`src/rtl/varredor_tabela_if.sv`:
```
// Bus between the truth-table sweeper and the combinational block it characterises.
// Signal names are given from the sweeper's point of view.
interface varredor_tabela_if;
   logic        i_start;
   logic        i_s1;
   logic        o_a;
   logic        o_b;
   logic        o_c;
   logic        o_d;
   logic        o_busy;
   logic        o_done;
   logic [15:0] o_tabela;
   logic [4:0]  o_uns;

   modport slave (
      input  i_start, i_s1,
      output o_a, o_b, o_c, o_d, o_busy, o_done, o_tabela, o_uns
   );

   modport master (
      output i_start, i_s1,
      input  o_a, o_b, o_c, o_d, o_busy, o_done, o_tabela, o_uns
   );
endinterface

```
`src/rtl/varredor_tabela.sv`:
```
// Truth-table sweeper: walks {a,b,c,d} through 0..15, samples s1 and builds a 16-bit table.
// Optional popcount of the table on o_uns is compiled in with VARREDOR_UNS_EN.
//
// state    | meaning
// ST_IDLE  | after reset, waiting for i_start
// ST_DRIVE | holding vector r_idx for DWELL cycles, sample s1 on the last one
// ST_DONE  | table complete; o_done on first cycle only, waiting for i_start
module varredor_tabela #(
   parameter int DWELL = 4
) (
   input  logic             i_clk,
   input  logic             i_rst,
   varredor_tabela_if.slave bus
);

   localparam logic [1:0] ST_IDLE  = 2'd0;
   localparam logic [1:0] ST_DRIVE = 2'd1;
   localparam logic [1:0] ST_DONE  = 2'd2;

   localparam logic [7:0] LP_CNT_LAST = 8'(DWELL - 1);

   logic [1:0]  r_state;
   logic [3:0]  r_idx;
   logic [7:0]  r_cnt;
   logic [15:0] r_tabela;
   logic        r_busy;
   logic        r_done;

   logic w_accept;
   logic w_sample;

   assign w_accept = ((r_state == ST_IDLE) || (r_state == ST_DONE)) && bus.i_start;
   assign w_sample = (r_state == ST_DRIVE) && (r_cnt == LP_CNT_LAST);

   always_ff @(posedge i_clk) begin
      if (i_rst) begin
         r_state  <= ST_IDLE;
         r_idx    <= 4'd0;
         r_cnt    <= 8'd0;
         r_tabela <= 16'd0;
         r_busy   <= 1'b0;
         r_done   <= 1'b0;
      end else begin
         r_done <= 1'b0;
         case (r_state)
            ST_IDLE, ST_DONE: begin
               if (w_accept) begin
                  r_state  <= ST_DRIVE;
                  r_idx    <= 4'd0;
                  r_cnt    <= 8'd0;
                  r_tabela <= 16'd0;
                  r_busy   <= 1'b1;
               end
            end
            ST_DRIVE: begin
               if (w_sample) begin
                  r_cnt           <= 8'd0;
                  r_tabela[r_idx] <= bus.i_s1;
                  // Termination is decided on index 15 itself, so the vector bus drops to 0000 in DONE.
                  if (r_idx == 4'd15) begin
                     r_state <= ST_DONE;
                     r_idx   <= 4'd0;
                     r_busy  <= 1'b0;
                     r_done  <= 1'b1;
                  end else begin
                     r_idx <= r_idx + 4'd1;
                  end
               end else begin
                  r_cnt <= r_cnt + 8'd1;
               end
            end
            default: begin
               r_state <= ST_IDLE;
               r_idx   <= 4'd0;
               r_cnt   <= 8'd0;
               r_busy  <= 1'b0;
            end
         endcase
      end
   end

`ifdef VARREDOR_UNS_EN
   logic [4:0] r_uns;

   always_ff @(posedge i_clk) begin
      if (i_rst) begin
         r_uns <= 5'd0;
      end else if (w_accept) begin
         r_uns <= 5'd0;
      end else if (w_sample && bus.i_s1) begin
         r_uns <= r_uns + 5'd1;
      end
   end

   assign bus.o_uns = r_uns;
`else
   assign bus.o_uns = 5'd0;
`endif

   assign bus.o_a      = r_idx[3];
   assign bus.o_b      = r_idx[2];
   assign bus.o_c      = r_idx[1];
   assign bus.o_d      = r_idx[0];
   assign bus.o_busy   = r_busy;
   assign bus.o_done   = r_done;
   assign bus.o_tabela = r_tabela;

endmodule

```
`src/flat_wrapper.sv`:
```
// flat-port wrapper written by rule: the top's interface ports become plain ports
module varredor_tabela_flat 
#(
   parameter int DWELL = 4
)
  (i_clk, i_rst, bus_i_start, bus_i_s1, bus_o_a, bus_o_b, bus_o_c, bus_o_d, bus_o_busy, bus_o_done, bus_o_tabela, bus_o_uns);
  varredor_tabela_if bus_i ();
  input  logic i_clk;
  input  logic i_rst;
  input wire logic [$bits(bus_i.i_start)-1:0] bus_i_start;
  input wire logic [$bits(bus_i.i_s1)-1:0] bus_i_s1;
  output wire logic [$bits(bus_i.o_a)-1:0] bus_o_a;
  output wire logic [$bits(bus_i.o_b)-1:0] bus_o_b;
  output wire logic [$bits(bus_i.o_c)-1:0] bus_o_c;
  output wire logic [$bits(bus_i.o_d)-1:0] bus_o_d;
  output wire logic [$bits(bus_i.o_busy)-1:0] bus_o_busy;
  output wire logic [$bits(bus_i.o_done)-1:0] bus_o_done;
  output wire logic [$bits(bus_i.o_tabela)-1:0] bus_o_tabela;
  output wire logic [$bits(bus_i.o_uns)-1:0] bus_o_uns;
  assign bus_i.i_start = bus_i_start;
  assign bus_i.i_s1 = bus_i_s1;
  assign bus_o_a = bus_i.o_a;
  assign bus_o_b = bus_i.o_b;
  assign bus_o_c = bus_i.o_c;
  assign bus_o_d = bus_i.o_d;
  assign bus_o_busy = bus_i.o_busy;
  assign bus_o_done = bus_i.o_done;
  assign bus_o_tabela = bus_i.o_tabela;
  assign bus_o_uns = bus_i.o_uns;
  varredor_tabela #(.DWELL(DWELL)) u_core (.i_clk(i_clk), .i_rst(i_rst), .bus(bus_i));
endmodule
```
`config.mk`:
```
export PLATFORM = sky130hd
export DESIGN_NAME = varredor_tabela_flat
export DESIGN_NICKNAME = d
export VERILOG_FILES = /design/src/rtl/varredor_tabela_if.sv /design/src/rtl/varredor_tabela.sv /design/src/flat_wrapper.sv
export SDC_FILE = /design/constraint.sdc
export NUM_CORES = 1
export LEC_CHECK = 0
export ABC_CLOCK_PERIOD_IN_PS = 1900
export BUFFER_PORTS_ARGS = -buffer_cell sky130_fd_sc_hd__buf_2
export CAP_MARGIN = 20
export CORE_ASPECT_RATIO = 1.4
export CORE_MARGIN = 10
export CORE_UTILIZATION = 37
export DETAILED_ROUTE_END_ITERATION = 10
export HOLD_SLACK_MARGIN = 0.02
export PLACE_DENSITY_LB_ADDON = 0.12
export SETUP_SLACK_MARGIN = 0.4
export SLEW_MARGIN = 20
export SYNTH_ARGS = -nofsm -noshare
export SYNTH_HDL_FRONTEND = slang
export SYNTH_SLANG_ARGS = --single-unit
```
`constraint.sdc`:
```
create_clock -name i_clk -period 1.9 [get_ports i_clk]
set_input_delay 0.38 -clock i_clk [delete_from_list [all_inputs] [get_ports i_clk]]
set_output_delay 0.38 -clock i_clk [all_outputs]
set_load 0.03 [all_outputs]
```
==> parameters.txt, run 1 <==
Parameter                              Value

Run status
  Result of the run ... completed

Layout
  Number of fill cells in the layout ... between 400 and 500
  Final #Nets ... 215
  Top library cells by usage in the layout, fill and taps aside ... sky130_fd_sc_hd__dfxtp_1 (27), sky130_fd_sc_hd__buf_2 (25), sky130_fd_sc_hd__nand2_1 (24)
  Most common cell after layout, fill and taps aside ... sky130_fd_sc_hd__dfxtp_1
  Synth-to-Final Area Change ... 22.8%
  Share of layout cells above drive strength 1 ... 30.4%
  Count of antenna diodes in the layout ... 0
  Fin util ... a little under half

STA
  Period utilization ... 85.3%
  Slew @ Worst Pin ... just under 0.6 ns
  Worst relative slew slack ... 61.4%
  RSZ-0062 raised after global routing ... true
  Max Freq ... 617 MHz
  Min Hold Slack ... 0.394 ns
  Sum of negative setup slack ... 0 ns
  Final max-slew violation count ... 0
  Setup-violating endpoint count in the final report ... 0
  Hold violation count in the final report ... 0
  Largest clock skew in the final design ... between 0.006 and 0.007 ns
  Clock period minus worst slack ... 1.62 ns

Global routing
  Met2 GRT Util ... about a fifth
  Vias in the first global route ... 1366
  Residual overflow from global routing ... 0
  Met1 Resource Use GR ... around 11%
  Maximum number of pins on one net before global-route repair ... 19
  Number of antenna violations at the first check in global routing ... 0
  Busiest layer in global routing ... met2
  GRT Resource Usage Total ... 10.9%
  Met3 routing resource usage after global routing ... ~3.5%
  Wire length of the first global-routing pass ... 6.29 mm

Logic synthesis
  Number of distinct library cell variants in the gate-level netlist after synthesis ... 39
  Post-synthesis async set-or-reset flop share ... 0%
  Mapped cell area ... approximately 1600 sq um
  Most used flip-flop cell after synthesis ... sky130_fd_sc_hd__dfxtp_1
  Synthesized area divided by synthesized cell count ... 9.00 sq um
  Number of warnings printed during yosys synthesis ... 0
  Sequential-to-total area share from yosys stat ... 41.1%
  Flops & latches, synth ... 32
  Number of flops mapped to enable cells by yosys ... 0
  Count of mapped cells out of synthesis ... 173

Route
  Via total after detailed routing ... 1330
  Final antenna-violating net count ... 0
  Pre-Repair DR Iteration Count ... 4
  Average via count per standard cell ... 5.32
  Mean routed wirelength per cell ... 15.1 um
  Wire length reported by the detailed router ... 3.77 mm
  DRC violation count after routing ... 0
  Initial detailed-routing violation count ... 119

CTS
  Hold-fix buffers at CTS ... 0
  Clock tree from TritonCTS ... done
  Clock Sink Count ... 32
  Clock latency at the later pin of the worst-skew pair ... 0.28 ns
  Maximum level of the CTS H-tree ... 2
  Root buffer cell ... sky130_fd_sc_hd__clkbuf_8
  CTS max path bufs ... 2
  Clock buffers created by TritonCTS ... 5
  Clock-pin slew of the registers on the worst-case setup and hold paths ... 0.07 ns

Floorplan
  Floorplan die area ... slightly above 7000 sq um
  X dimension of the die ... 74.8 um
  DIE HEIGHT ... just under 100 um
  Site row count ... 27
  Initial core utilization ... 39.1%
  Number of placed I/O pins ... 31
  Core Box Area ... 3990 sq um

Worst setup path
  Critical path fanouts, max ... 3
  Worst Path Class, Setup ... register to register
  WP data required ... around 2.1 ns
  Crit path launch type ... register
  Crit end category ... register
  Arr. time, crit path ... around 1.8 ns

Worst hold path
  Path type of the worst min-delay path ... input pin to register

Place
  HPWL after DPL ... ~2.8 mm
  GPL Wtd Cong ... 0.795
  Port-buffer cells ... 25

Power and ir drop
  Power density over cell area ... 700 nW/um^2
  Static power due to leakage ... 0.846 nW
  Maximum VDD drop ... 0.437 mV

Job
  Number of maximum-capacitance violations ... 0
[final cells by class]
cell class	instances	area, sq um	share of cell area (%)
clock inverter	2	10.0	0.523
timing repair buffer	34	193	10.1
tap	43	53.8	2.81
inverter	3	11.3	0.589
clock buffer	6	82.6	4.32
sequential	32	652	34.1
multi-input combinational	130	911	47.6
[power breakdown]
part           switching [W]  leakage [nW]  internal [W]  total [W]
Clock               0.000249        0.0510      0.000289   0.000538
Sequential        0.00000725         0.261      0.000677   0.000684
Combinational      0.0000790         0.533     0.0000373   0.000116
Total               0.000335         0.846       0.00100    0.00134
[state kept, by name, indices dropped and copies added, names as in the netlist]
name,cells
u_core.bus.o_tabela,16
u_core.r_cnt,8
u_core.r_idx,4
u_core.r_state,2
u_core.bus.o_busy,1
u_core.bus.o_done,1
[routing by layer]
layer	part of all wire, %	routed length (um)
met1	39	1480
met2	55	2070
met3	4.4	167
met4	1.5	55
met5	0	0
[through the flow]
stage	area [sq um]	cells	power, W	setup WS, ns
after floorplan	1590	177	0.000781	0.294
after global placement	1700	234	0.000793	0.235
after detailed placement	1700	234	0.000797	0.189
after CTS	1880	250	0.00135	0.286
after global routing	1910	250	0.00140	0.201
final	1910	250	0.00134	0.278
[synth_stat cells, types with 3 or more instances]
library cell,n,area [sq um]
sky130_fd_sc_hd__dfxtp_1,32,641
sky130_fd_sc_hd__nand2_1,24,90.1
sky130_fd_sc_hd__nand3_1,21,105
sky130_fd_sc_hd__mux2i_1,16,160
sky130_fd_sc_hd__nor2_1,9,33.8
sky130_fd_sc_hd__a21oi_1,7,35.0
sky130_fd_sc_hd__buf_4,6,45.0
sky130_fd_sc_hd__ha_1,5,62.6
sky130_fd_sc_hd__o21ai_0,4,20.0
sky130_fd_sc_hd__clkbuf_1,3,11.3
sky130_fd_sc_hd__inv_1,3,11.3
sky130_fd_sc_hd__nand3b_1,3,22.5
sky130_fd_sc_hd__nand4b_1,3,26.3
sky130_fd_sc_hd__or3_1,3,18.8
sky130_fd_sc_hd__xnor2_1,3,26.3
[critical path, cell delays in order, from the launching register on]
cell and delay [ns]:
sky130_fd_sc_hd__dfxtp_4 0.36, sky130_fd_sc_hd__ha_4 0.12, sky130_fd_sc_hd__nor4b_4 0.20, sky130_fd_sc_hd__buf_4 0.17, sky130_fd_sc_hd__a21oi_4 0.05, sky130_fd_sc_hd__or4_4 0.42, sky130_fd_sc_hd__a221oi_2 0.21
[what timing repair did]
action	in CTS	in global routing
buffers inserted	8	0
resized for setup	6	9
setup endpoints to repair	28	30
hold endpoints to repair	0	0
pin swaps	3	0
[final timing paths]
check | startpoint | endpoint | slack (ns) | cells after the start
worst max-delay path | u_core.r_cnt[1] | u_core.r_idx[3] | 0.28 | 6
worst min-delay path | bus_i_start | u_core.r_state[0] | 0.39 | 3
worst max register to register | u_core.r_cnt[1] | u_core.r_idx[3] | 0.28 | 6
worst min register to register | u_core.bus.o_tabela[13] | u_core.bus.o_tabela[13] | 0.45 | 2
[cells by family after synthesis]
logic type               synth area share (%)
adder cells (fa/ha/maj)                  4.02
buffers and inverters                    5.86
XOR/XNOR                                 2.81
AND/OR/NAND/NOR                          27.8
other                                   0.241
multiplexers                             10.3
flip-flops                               41.1
AO/OA/AOI/OAI                            7.87
Power figures use the tool's default switching activity.
==> run 2: changes to the inputs <==
- BUFFER_PORTS_ARGS: -buffer_cell sky130_fd_sc_hd__buf_2 -> unset
- DONT_BUFFER_PORTS: unset -> 1
==> run 2 against run 1 <==
Against the previous run:
- register-to-register slack is essentially flat
- via count shrank 1.7%
- clock skew is essentially flat
- worst hold slack worse by 0.25 ns
- combinational power fell by 11%
- first-iteration DRC count is 7.6% lower
- die area unchanged
- routed wire length grew 7.2%
- utilization is 0.66 points higher
- final area is 1.4% higher
- non-clock buffer count fell by 18
- setup slack got worse by 0.0078 ns
==> parameters.txt, run 2 (synthesis gave the netlist of run 1 again) <==
Parameter                              Value

Power and ir drop
  Overall power after layout ... 0.00144 W (was 0.00134 W)
  Static power due to leakage ... 0.767 nW (was 0.846 nW)
  Power density over cell area ... 745 nW/um^2 (was 700 nW/um^2)
  Maximum VDD drop ... 0.371 mV (was 0.437 mV)

CTS
  Hold-fix buffers at CTS ... 0 (unchanged)
  CTS max path bufs ... 2 (unchanged)
  Clock buffers created by TritonCTS ... 5 (unchanged)
  Clock tree from TritonCTS ... done (unchanged)
  Clock Sink Count ... 32 (unchanged)
  Maximum level of the CTS H-tree ... 2 (unchanged)
  Clock latency at the later pin of the worst-skew pair ... 0.29 ns (was 0.28 ns)
  Root buffer cell ... sky130_fd_sc_hd__clkbuf_8 (unchanged)
  Clock-pin slew of the registers on the worst-case setup and hold paths ... 0.07 ns (about the same)

Floorplan
  X dimension of the die ... 74.8 um (unchanged)
  DIE HEIGHT ... 96.8 um (unchanged)
  Initial core utilization ... 39.1% (unchanged)
  Number of placed I/O pins ... 31 (unchanged)
  Site row count ... 27 (unchanged)
  Floorplan die area ... 7240 sq um (unchanged)
  Core Box Area ... 3990 sq um (unchanged)

Global routing
  Vias in the first global route ... 1322 (was 1366)
  Wire length of the first global-routing pass ... 6.27 mm (was 6.29 mm)
  GRT Resource Usage Total ... 11.0% (was 10.9%)
  Residual overflow from global routing ... 0 (unchanged)
  Maximum number of pins on one net before global-route repair ... 19 (unchanged)
  Number of antenna violations at the first check in global routing ... 0 (unchanged)

Layout
  Final instance area ... 1940 sq um (was 1910 sq um)
  Top library cells by usage in the layout, fill and taps aside ... sky130_fd_sc_hd__dfxtp_1 (24), sky130_fd_sc_hd__nand2_1 (23), sky130_fd_sc_hd__mux2i_1 (16) (was sky130_fd_sc_hd__dfxtp_1 (27), sky130_fd_sc_hd__buf_2 (25), sky130_fd_sc_hd__nand2_1 (24))
  Final #Nets ... 199 (was 215)
  Synth-to-Final Area Change ... 24.5% (was 22.8%)
  Share of layout cells above drive strength 1 ... 34.0% (was 30.4%)
  Number of flip-flops in the largest register ... 16 (unchanged)
  Most common cell after layout, fill and taps aside ... sky130_fd_sc_hd__dfxtp_1 (unchanged)
  Count of antenna diodes in the layout ... 0 (unchanged)

Worst hold path
  Path type of the worst min-delay path ... input pin to register (unchanged)

STA
  Sum of negative setup slack ... 0 ns (unchanged)
  Worst relative slew slack ... 62.7% (was 61.4%)
  Clock period minus worst slack ... 1.63 ns (was 1.62 ns)
  Slew @ Worst Pin ... 0.559 ns (was 0.579 ns)
  RSZ-0062 raised after global routing ... true (unchanged)
  Largest clock skew in the final design ... 0.00672 ns (was 0.00674 ns)
  Final max-slew violation count ... 0 (unchanged)
  Period utilization ... 85.8% (was 85.3%)
  Max Freq ... 614 MHz (was 617 MHz)
  Hold violation count in the final report ... 0 (unchanged)
  Setup-violating endpoint count in the final report ... 0 (unchanged)

Route
  DRC violation count after routing ... 0 (unchanged)
  Mean routed wirelength per cell ... 17.3 um (was 15.1 um)
  Final antenna-violating net count ... 0 (unchanged)
  Pre-Repair DR Iteration Count ... 4 (unchanged)
  Wire length reported by the detailed router ... 4.04 mm (was 3.77 mm)
  Average via count per standard cell ... 5.59 (was 5.32)
  Initial detailed-routing violation count ... 110 (was 119)
  Via total after detailed routing ... 1308 (was 1330)

Worst setup path
  Crit end category ... register (unchanged)
  Critical path fanouts, max ... 3 (unchanged)
  Arr. time, crit path ... 1.85 ns (was 1.82 ns)
  Worst Path Class, Setup ... register to register (unchanged)
  WP data required ... 2.12 ns (was 2.10 ns)
  Crit path launch type ... register (unchanged)

Place
  Port-buffer cells ... 0 (was 25)
  HPWL after DPL ... 2.70 mm (was 2.80 mm)
  GPL Wtd Cong ... 0.787 (was 0.795)
  Area after detailed placement ... 1590 sq um (was 1700 sq um)

Job
  Number of maximum-capacitance violations ... 0 (unchanged)

Run status
  Result of the run ... completed (unchanged)
==> run 2: cell count changes in the layout (fill, tap and decap cells not counted), moves of 3 or more <==
cell                      before  now
sky130_fd_sc_hd__dfxtp_1      27   24
sky130_fd_sc_hd__buf_2        25    0
sky130_fd_sc_hd__buf_4         9   15
sky130_fd_sc_hd__nand3_2       0    9
sky130_fd_sc_hd__dfxtp_2       3    8
sky130_fd_sc_hd__nand3_1      21   11
==> run 2: metal layers <==
layer | vias up | track usage, % | part of all wire, %
met4 | 0 | 5.23 | 1.8
met2 | 28 | 19.4 | 55
met1 | 641 | 10.1 | 37
li1 | 632 | - | -
met3 | 7 | 5.00 | 6.7
met5 | - | 0 | 0
==> run 2: worst max-delay path, cell delays in order, from the launching register on <==
cell and delay [ns]:
sky130_fd_sc_hd__dfxtp_2 0.36, sky130_fd_sc_hd__ha_4 0.14, sky130_fd_sc_hd__nor4b_4 0.26, sky130_fd_sc_hd__buf_4 0.19
sky130_fd_sc_hd__nand2_1 0.07, sky130_fd_sc_hd__or4_4 0.44, sky130_fd_sc_hd__a21oi_2 0.12
==> run 2: what timing repair did <==
action	in CTS	in global routing
cloned	2	0
setup buffers	9	4
resized for setup	16	16
endpoints found under the setup margin	28	30
pin swaps	3	3
==> run 2: power breakdown <==
part           switching, W  internal, W
sequential        0.0000120     0.000678
clock              0.000264     0.000388
combinational     0.0000698    0.0000335
total              0.000345      0.00110
==> run 2: final timing paths <==
kind | start | endpoint | slack [ns] | cells after the start
max reg2reg | u_core.r_cnt[1] | u_core.r_idx[0] | 0.27 | 6
max | u_core.r_cnt[1] | u_core.r_idx[0] | 0.27 | 6
min | i_rst | u_core.r_idx[0] | 0.14 | 1
min reg2reg | u_core.r_state[1] | u_core.r_state[1] | 0.50 | 2
==> run 2: through the flow <==
stage	hold slack (ns)	utilization (%)	setup WS [ns]	instances
final	0.140	48.7	0.271	234
after global routing	0.129	48.7	0.177	234
after CTS	0.145	46.1	0.283	230
after detailed placement	0.449	39.9	0.187	211
after global placement	0.449	39.9	0.224	211
after floorplan	0.450	-	0.294	177
==> run 2: area by class of cell <==
cell class                      instances  area [sq um]
Clock buffer                            5          68.8
Clock inverter                          3          42.5
Fill cell                             378          2050
Inverter                                3          11.3
Multi-Input combinational cell        132           988
Sequential cell                        32           651
Tap cell                               43          53.8
Timing Repair Buffer                   16           124
